### src/rtl/flight_call_pkg.sv
// flight_call_pkg: shared FSM encoding and defaults for the cabin call arbiter
package flight_call_pkg;
  typedef enum logic [1:0] {
    IDLE    = 2'd0,
    OFFER   = 2'd1,
    SERVICE = 2'd2
  } state_t;
  localparam int TIMEOUT_DEFAULT = 16;
endpackage

### src/rtl/rr_seat_picker.sv
// rr_seat_picker: wrap-around priority search starting just after last_grant
module rr_seat_picker #(
  parameter int NUM_SEATS = 4,
  parameter int SEAT_W    = 2
) (
  input  logic [NUM_SEATS-1:0] req,
  input  logic [SEAT_W-1:0]    last_grant,
  output logic                 found,
  output logic [SEAT_W-1:0]    seat
);
  // Walk from farthest to nearest so the nearest lit seat wins last.
  always_comb begin
    found = 1'b0;
    seat  = '0;
    for (int k = NUM_SEATS; k >= 1; k--) begin
      if (req[(int'(last_grant) + k) % NUM_SEATS]) begin
        found = 1'b1;
        seat  = SEAT_W'((int'(last_grant) + k) % NUM_SEATS);
      end
    end
  end
endmodule

### src/rtl/flight_attendant_call_arbiter.sv
// flight_attendant_call_arbiter: latches seat call lights and round-robins one attendant
module flight_attendant_call_arbiter
  import flight_call_pkg::*;
#(
  parameter int NUM_SEATS      = 4,
  parameter int SEAT_W         = 2,
  parameter int TIMEOUT_CYCLES = TIMEOUT_DEFAULT
) (
  input  logic                 clk,
  input  logic                 rst,
  input  logic [NUM_SEATS-1:0] call_button,
  input  logic [NUM_SEATS-1:0] cancel_button,
  output logic [NUM_SEATS-1:0] light_state,
  output logic                 dispatch_valid,
  output logic [SEAT_W-1:0]    dispatch_seat,
  input  logic                 dispatch_ready,
  input  logic                 service_done,
  output logic                 busy,
  output logic                 escalate
);
  localparam int CW = $clog2(TIMEOUT_CYCLES);
  localparam logic [CW-1:0] CNT_MAX = CW'(TIMEOUT_CYCLES - 1);
  localparam logic [CW-1:0] CNT_ESC = CW'(TIMEOUT_CYCLES - 2);
  state_t                state;
  logic [SEAT_W-1:0]     last_grant;
  logic [SEAT_W-1:0]     pick;
  logic                  found;
  logic [CW-1:0]         wait_cnt;
  logic [NUM_SEATS-1:0]  done_clr;
  logic [NUM_SEATS-1:0]  light_next;
  assign done_clr   = (service_done && state == SERVICE) ? NUM_SEATS'(1) << dispatch_seat : '0;
  assign light_next = call_button | (light_state & ~cancel_button & ~done_clr);
  rr_seat_picker #(.NUM_SEATS(NUM_SEATS), .SEAT_W(SEAT_W)) u_picker (
    .req        (light_state),
    .last_grant (last_grant),
    .found      (found),
    .seat       (pick)
  );
  always_ff @(posedge clk or posedge rst) begin
    if (rst) begin
      light_state    <= '0;
      dispatch_valid <= 1'b0;
      dispatch_seat  <= '0;
      busy           <= 1'b0;
      escalate       <= 1'b0;
      state          <= IDLE;
      wait_cnt       <= '0;
      last_grant     <= SEAT_W'(NUM_SEATS - 1);
    end else begin
      light_state <= light_next;
      case (state)
        IDLE: if (found) begin
          dispatch_seat  <= pick;
          dispatch_valid <= 1'b1;
          state          <= OFFER;
        end
        OFFER: if (dispatch_ready) begin
          state          <= SERVICE;
          dispatch_valid <= 1'b0;
          busy           <= 1'b1;
          last_grant     <= dispatch_seat;
          wait_cnt       <= '0;
          escalate       <= 1'b0;
        end else if (!light_state[dispatch_seat]) begin
          state          <= IDLE;
          dispatch_valid <= 1'b0;
          wait_cnt       <= '0;
          escalate       <= 1'b0;
        end else begin
          wait_cnt <= (wait_cnt == CNT_MAX) ? wait_cnt : wait_cnt + 1'b1;
          escalate <= escalate | (wait_cnt >= CNT_ESC);
        end
        SERVICE: if (service_done) begin
          state <= IDLE;
          busy  <= 1'b0;
        end
        default: state <= IDLE;
      endcase
    end
  end
endmodule

### config.mk
export PLATFORM = sky130hd
export DESIGN_NAME = flight_attendant_call_arbiter
export DESIGN_NICKNAME = d
export VERILOG_FILES = /design/src/rtl/flight_call_pkg.sv /design/src/rtl/rr_seat_picker.sv /design/src/rtl/flight_attendant_call_arbiter.sv
export SDC_FILE = /design/constraint.sdc
export NUM_CORES = 1
export LEC_CHECK = 0
export CAP_MARGIN = 15
export CORE_UTILIZATION = 33
export DETAILED_ROUTE_END_ITERATION = 10
export PLACE_DENSITY = 0.63
export SLEW_MARGIN = 15
export SYNTH_ARGS = -nofsm -noshare
export SYNTH_HDL_FRONTEND = slang
export SYNTH_SLANG_ARGS = --single-unit
### constraint.sdc
create_clock -name clk -period 1.8 [get_ports clk]
set_input_delay 0.18 -clock clk [delete_from_list [all_inputs] [get_ports clk]]
set_output_delay 0.18 -clock clk [all_outputs]
set_load 0.02 [all_outputs]
After elaboration in Yosys (flattened, before gate mapping)
Index checks and enable logic that the tools add are counted.
Widths: inputs -> output; s select.
{"block": "word_totals", "regBits": 17, "input_bits": 12}
{"block": "classes", "magnitude_cmp": 6, "n_mux": 40, "n_addsub": 5, "eq_ne": 8, "bitwise_logic": 10, "shift": 1, "n_reduce_logical": 14}
{"cell": "$mux 1", "n": 20}
{"cell": "$lt 3x4->1 const B", "n": 4}
{"cell": "$mux 2", "n": 8}
{"cell": "$mux 4", "n": 4}
{"cell": "$bmux 1 s2", "n": 5}
{"cell": "$reduce_and 3->1", "n": 3}
{"cell": "$and 4x4->4", "n": 2}
{"cell": "$not 4->4", "n": 2}
{"cell": "$reduce_or 2->1", "n": 4}
{"cell": "$ne 2x2->1 const B", "n": 3}
{"cell": "$ne 3x3->1 const B", "n": 2}
{"cell": "$pmux 2 s3", "n": 1}
{"cell": "$reduce_and 2->1", "n": 3}
{"cell": "$add 2x1->2 const B", "n": 2}
{"cell": "$add 2x2->2 const B", "n": 2}
{"cell": "$add 4x1->4 const B", "n": 1}
{"cell": "$and 1x1->1 const A", "n": 4}
{"cell": "$eq 4x4->1 const B", "n": 1}
{"cell": "$ge 4x4->1 const B", "n": 1}
{"cell": "$or 4x4->4", "n": 1}
{"cell": "$pmux 1 s2", "n": 2}
{"cell": "$reduce_bool 2->1", "n": 2}
{"cell": "$shl 1x2->4 const A", "n": 1}
{"cell": "$lt 2x3->1 const B", "n": 1}
{"cell": "5 further kinds", "n": 5}

Depth between registers and ports, before layout
Gate-level depths: netlist of run 1.
{"block": "logic_depth", "depth_word": 12, "depth_mapped": 5, "ltp_nobuf": 5}

Modules after synthesis
A second synthesis of run 1 with hierarchy kept.
{"block": "unflattened", "hier_cells": 91, "area_unflattened_um2": 924.6}
{"module": "flight_attendant_call_arbiter", "area_each_um2": 833.3, "cells_each": 77, "seq_area_each_um2": 427.9, "n_inst": 1}
{"module": "rr_seat_picker", "area_each_um2": 91.3, "cells_each": 14, "seq_area_each_um2": 0.0, "n_inst": 1}

Worst setup path before layout of run 1
OpenSTA, ideal clock, no wires.
{"block": "synth_timing", "path_type": "flip-flop to flip-flop", "from": "register light_state[1]", "to": "register dispatch_seat[0]", "setup_slack_ns": 0.296, "t_required_ns": 1.675, "setup_ns": 0.125, "stages_incl_launch_ff": 4, "t_arrival_ns": 1.379, "path_cell_list": "dfrtp_1 nor4_1 or3_1 mux2_2"}
{"block": "synth_between", "elab_chain_len": 8, "word_cells_on_any_way": 21, "cone_classes": "mux: 20; reduce/logical: 1"}
{"item": "from (decl)", "line_no": "flight_attendant_call_arbiter.sv:13", "rtl": "output logic [NUM_SEATS-1:0] light_state,"}
{"item": "from (signal assigned)", "line_no": "flight_attendant_call_arbiter.sv:50", "rtl": "light_state <= light_next;"}
{"item": "$bmux 1 s2", "line_no": "rr_seat_picker.sv:16", "rtl": "if (req[(int'(last_grant) + k) % NUM_SEATS]) begin"}
{"item": "$mux 1 (implied by the code) (2 in series)", "line_no": "rr_seat_picker.sv:16"}
{"item": "$mux 1 (4 in series)", "line_no": "rr_seat_picker.sv:16"}
{"item": "$reduce_and 2->1 (no line)"}
{"item": "to (signal assigned)", "line_no": "flight_attendant_call_arbiter.sv:53", "rtl": "dispatch_seat <= pick;"}
{"item": "to (decl)", "line_no": "flight_attendant_call_arbiter.sv:15", "rtl": "output logic [SEAT_W-1:0] dispatch_seat,"}
Parallel ways exist; a longest one is shown, timed or not. The select of a mux whose other input is x is not followed.
A chain may end at the register's enable or synchronous reset.

Worst setup path after layout of run 1
{"block": "layout_timing", "from": "register dispatch_seat[1]", "to": "output dispatch_seat[1]"}
No word-level cell between the ends.

==> out/qor.txt, run 1 <==
TIMING
---------------------------------------------------------------------------
Worst slew pin tran ..........................................     0.677 ns
Accumulated negative setup slack .............................         0 ns
Unrepaired setup endpoints after global routing ..............           no
Worst rel slew slack .........................................        0.548
Final setup vio count ........................................            0
Max frequency ................................................      592 MHz
Ratio of final minimum period to clock period ................        0.938
Fin Clk Skew .................................................   0.00577 ns
Count of endpoints failing hold in the final timing report ...            0
Final period demand of the worst path ........................      1.69 ns
Final slew viol count ........................................            0

SYNTHESIS
---------------------------------------------------------------------------
Fraction of the mapped netlist area in compound gates ........        0.164
Mapped Nets ..................................................          105
XOR/XNOR share of the synthesized area .......................            0
Cell area after technology mapping ...........................      910 µm²
Cell count after synthesis ...................................           91
Flops & latches, synth .......................................           17
Syn avg cell area ............................................     10.0 µm²
Largest family of logic cells by synthesized area ............ simple AND/OR/NAND/NOR gates
Synth Warn # .................................................            0
Share of synthesized area spent on multiplexers ..............       0.0825
Simple-gate share of the synthesized area ....................        0.209
Seq/Total Area, Yosys ........................................        0.470
Adder and majority cell fraction of the synthesized area .....       0.0275
Synth cell types .............................................           29

GLOBAL ROUTE
---------------------------------------------------------------------------
Maximum number of pins on one net before global-route repair .           18
Total GRT Usage ..............................................        0.146
Via count of the first global-routing pass ...................          673
Wire length of the first global-routing pass .................      3080 µm
Remaining Overflow, GRT ......................................            0
Initial antenna violation count ..............................            0

CRITICAL PATH
---------------------------------------------------------------------------
Register-to-Register Path Depth ..............................            3
Worst path slowest cell ...................................... sky130_fd_sc_hd__clkdlybuf4s50_1
Buf+Inv Stages, Crit Path ....................................            1
Critical R2R Capture ......................................... dispatch_seat[0]
Type of origin of the critical path ..........................    flip-flop
CP cell instances ............................................ clkdlybuf4s50_1
Arrival time of the worst setup path .........................      1.51 ns
Launch point of the worst reg-to-reg path .................... light_state[1]
Stage delay of the slowest cell on the critical path .........      0.67 ns
R2R setup slack ..............................................      0.13 ns
Top Family by Delay on Critical Path ......................... buffers and inverters
Category of the critical setup timing path ................... flip-flop to output port
Worst EP required ............................................      1.62 ns
Worst setup EP type ..........................................  output port
CP max FO ....................................................            9

PLACED DESIGN
---------------------------------------------------------------------------
Global placer's final weighted congestion ....................        0.705
Count of input and output buffers ............................           20
Post-detailed-placement half-perimeter wirelength ............      1420 µm

CLOCKING
---------------------------------------------------------------------------
CTS tree .....................................................          yes
H-tree level count ...........................................            1
Latest clock arrival within the worst-skew pair ..............      0.29 ns
Post-CTS resize count ........................................            0
Maximum root-to-sink buffer count ............................            2
Number of setup buffers added after CTS ......................            0
Count of clock tree sinks ....................................           17
CTS root buf ................................................. sky130_fd_sc_hd__clkbuf_4
Number of buffers inserted during clock tree synthesis .......            3
CTS Hold Bufs ................................................            0
Clock-pin slew on the worst setup and hold paths .............      0.10 ns

DRT
---------------------------------------------------------------------------
Count of TritonRoute iterations in the first routing pass ....            4
Met1 wire length .............................................       917 µm
Total met3 wirelength after detailed routing .................        87 µm
Highest routed layer .........................................         met4
Total detailed-routing wirelength ............................      1850 µm
Post-route antenna net violation count .......................            0
Via count of the routed design ...............................          747
Vias per Instance ............................................         5.15
Average wire per cell in the routed design ...................      12.8 µm
Met2 WL ......................................................       840 µm
Iteration-0 DRC count of the detailed router .................           10
Number of design rule violations left after detail routing ...            0

FLOW RUN
---------------------------------------------------------------------------
Number of violations of the max-capacitance limit ............            0

CELLS AND AREA
---------------------------------------------------------------------------
Area added between synthesis and finish ......................        29.3%
Nets .........................................................          130
Diode count ..................................................            0
Share of post-route cells with drive strength above 1 ........        0.157

STATUS
---------------------------------------------------------------------------
Run status ................................................... finished, final reports clean

FLOORPLANNING
---------------------------------------------------------------------------
IO Pins ......................................................           21
Core region area .............................................  0.00254 mm²
Die area .....................................................  0.00297 mm²
Die extent in x ..............................................      54.5 µm
Chip height ..................................................      54.5 µm
Starting density of the core .................................        0.357
Cell row count ...............................................           18

PWR
---------------------------------------------------------------------------
Final Total Pwr ..............................................      1.58 mW
Peak supply drop .............................................     0.685 mV
Reported leakage power .......................................     0.499 nW
Pwr per Cell Area ............................................  1350 mW/mm²

HOLD PATH
---------------------------------------------------------------------------
Min-Delay Path Class ......................................... input port to async pin

-- worst register-to-register path: cells and delay by family, from the launching register on --
kind	cells	cell delay (ns)
DFF	1	0.46
muxes	1	0.34
and+or+nand+nor	2	0.77
-- where the power goes --
part / total (mW) / switching [mW] / internal (mW)
clock: 0.208 / 0.122 / 0.0862
sequential: 0.686 / 0.173 / 0.513
combinational: 0.690 / 0.332 / 0.358
-- sequential cells by signal (all words and copies together), names as in the netlist --
name            count
light_state         4
escalate            1
wait_cnt            4
last_grant          2
state               2
dispatch_seat       2
busy                1
dispatch_valid      1
-- per-layer routing --
metal	vias to the layer above	GRT usage
li1	375	-
met1	351	0.187
met2	17	0.240
met3	4	0.0556
met4	0	0.0128
met5	-	0
-- cell usage in the layout (no fill, tap or decap), types with 2 or more instances in the layout --
| cell | instances |
|---|---|
| sky130_fd_sc_hd__nand3b_1 | 3 |
| sky130_fd_sc_hd__mux2_2 | 4 |
| sky130_fd_sc_hd__dfstp_2 | 2 |
| sky130_fd_sc_hd__nand2_1 | 8 |
| sky130_fd_sc_hd__o22ai_1 | 2 |
| sky130_fd_sc_hd__clkdlybuf4s50_1 | 20 |
| sky130_fd_sc_hd__nand3_1 | 4 |
| sky130_fd_sc_hd__clkbuf_4 | 3 |
| sky130_fd_sc_hd__mux2i_1 | 3 |
| sky130_fd_sc_hd__or3_1 | 2 |
| sky130_fd_sc_hd__nand2b_1 | 5 |
| sky130_fd_sc_hd__a31o_2 | 3 |
| sky130_fd_sc_hd__dfrtp_1 | 15 |
| sky130_fd_sc_hd__nor2_1 | 5 |
| sky130_fd_sc_hd__o21ai_0 | 2 |
| sky130_fd_sc_hd__a21oi_1 | 8 |
| sky130_fd_sc_hd__ha_1 | 2 |
| sky130_fd_sc_hd__inv_1 | 10 |
-- per-stage QoR --
step	instances	hold slack, ns	cell area, µm²	util	setup WS, ns
2_1_floorplan	91	0.105	910	-	0.296
3_3_place_gp	141	0.460	1150	0.452	0.255
3_5_place_dp	141	0.465	1150	0.452	0.165
4_1_cts	145	0.309	1180	0.462	0.115
5_1_grt	145	0.368	1180	0.462	0.0276
6_report	145	0.279	1180	0.462	0.112
-- kinds of logic after synthesis --
logic type / after synthesis
simple gates: 33
compound gates: 21
flops: 17
buf+inv: 11
mux: 7
fa+ha+maj: 2
-- synth_stat cells --
master | number | share of area
sky130_fd_sc_hd__ha_1 | 2 | 0.028
sky130_fd_sc_hd__inv_1 | 10 | 0.041
sky130_fd_sc_hd__nand2_2 | 1 | 0.0069
sky130_fd_sc_hd__o221ai_1 | 1 | 0.0096
sky130_fd_sc_hd__mux2i_1 | 3 | 0.033
sky130_fd_sc_hd__nand2b_1 | 5 | 0.034
sky130_fd_sc_hd__nor2_1 | 5 | 0.021
sky130_fd_sc_hd__nor3_4 | 1 | 0.018
sky130_fd_sc_hd__nor4_1 | 1 | 0.0069
sky130_fd_sc_hd__nand3_1 | 4 | 0.022
sky130_fd_sc_hd__o2111ai_1 | 1 | 0.0096
sky130_fd_sc_hd__o311ai_0 | 1 | 0.0096
sky130_fd_sc_hd__a31oi_1 | 1 | 0.0069
sky130_fd_sc_hd__or3_1 | 2 | 0.014
sky130_fd_sc_hd__o22ai_4 | 1 | 0.022
sky130_fd_sc_hd__nand2_1 | 8 | 0.033
sky130_fd_sc_hd__a31o_2 | 3 | 0.029
sky130_fd_sc_hd__a21oi_1 | 8 | 0.044
sky130_fd_sc_hd__buf_2 | 1 | 0.0055
sky130_fd_sc_hd__mux2_2 | 4 | 0.050
sky130_fd_sc_hd__o21ai_0 | 2 | 0.011
sky130_fd_sc_hd__a211oi_1 | 1 | 0.0083
sky130_fd_sc_hd__dfrtp_1 | 15 | 0.41
sky130_fd_sc_hd__nor2b_4 | 1 | 0.015
sky130_fd_sc_hd__nand3b_1 | 3 | 0.025
sky130_fd_sc_hd__dfstp_2 | 2 | 0.058
sky130_fd_sc_hd__o22ai_1 | 2 | 0.014
sky130_fd_sc_hd__or2_2 | 1 | 0.0069
sky130_fd_sc_hd__nor2b_1 | 1 | 0.0069
-- cell type report --
type | instances | area (µm²)
clock buffers | 4 | 26.3
fillers | 258 | 1370
inverters | 10 | 37.5
multi-input cells | 63 | 439
flip-flops and latches | 17 | 428
well taps | 30 | 37.5
repair buffers | 21 | 208
-- worst max path at each step --
stage	startpoint	to	slack, ns	depth (start not counted)
final	dispatch_seat[1]	dispatch_seat[1]	0.11	1
after floorplan	light_state[1]	dispatch_seat[0]	0.30	3
after detailed placement	light_state[1]	dispatch_seat[0]	0.16	3
after global routing	dispatch_seat[1]	dispatch_seat[1]	0.03	1
after global placement	light_state[1]	dispatch_seat[1]	0.25	3
after CTS	dispatch_seat[1]	dispatch_seat[1]	0.11	1
Power figures use the tool's default switching activity.
==> run 2: changes to the inputs <==
SLEW_MARGIN = 20   (was 15)
==> results of run 2 <==
Same layout as run 1: the final DEF is identical, and so are final timing and power.
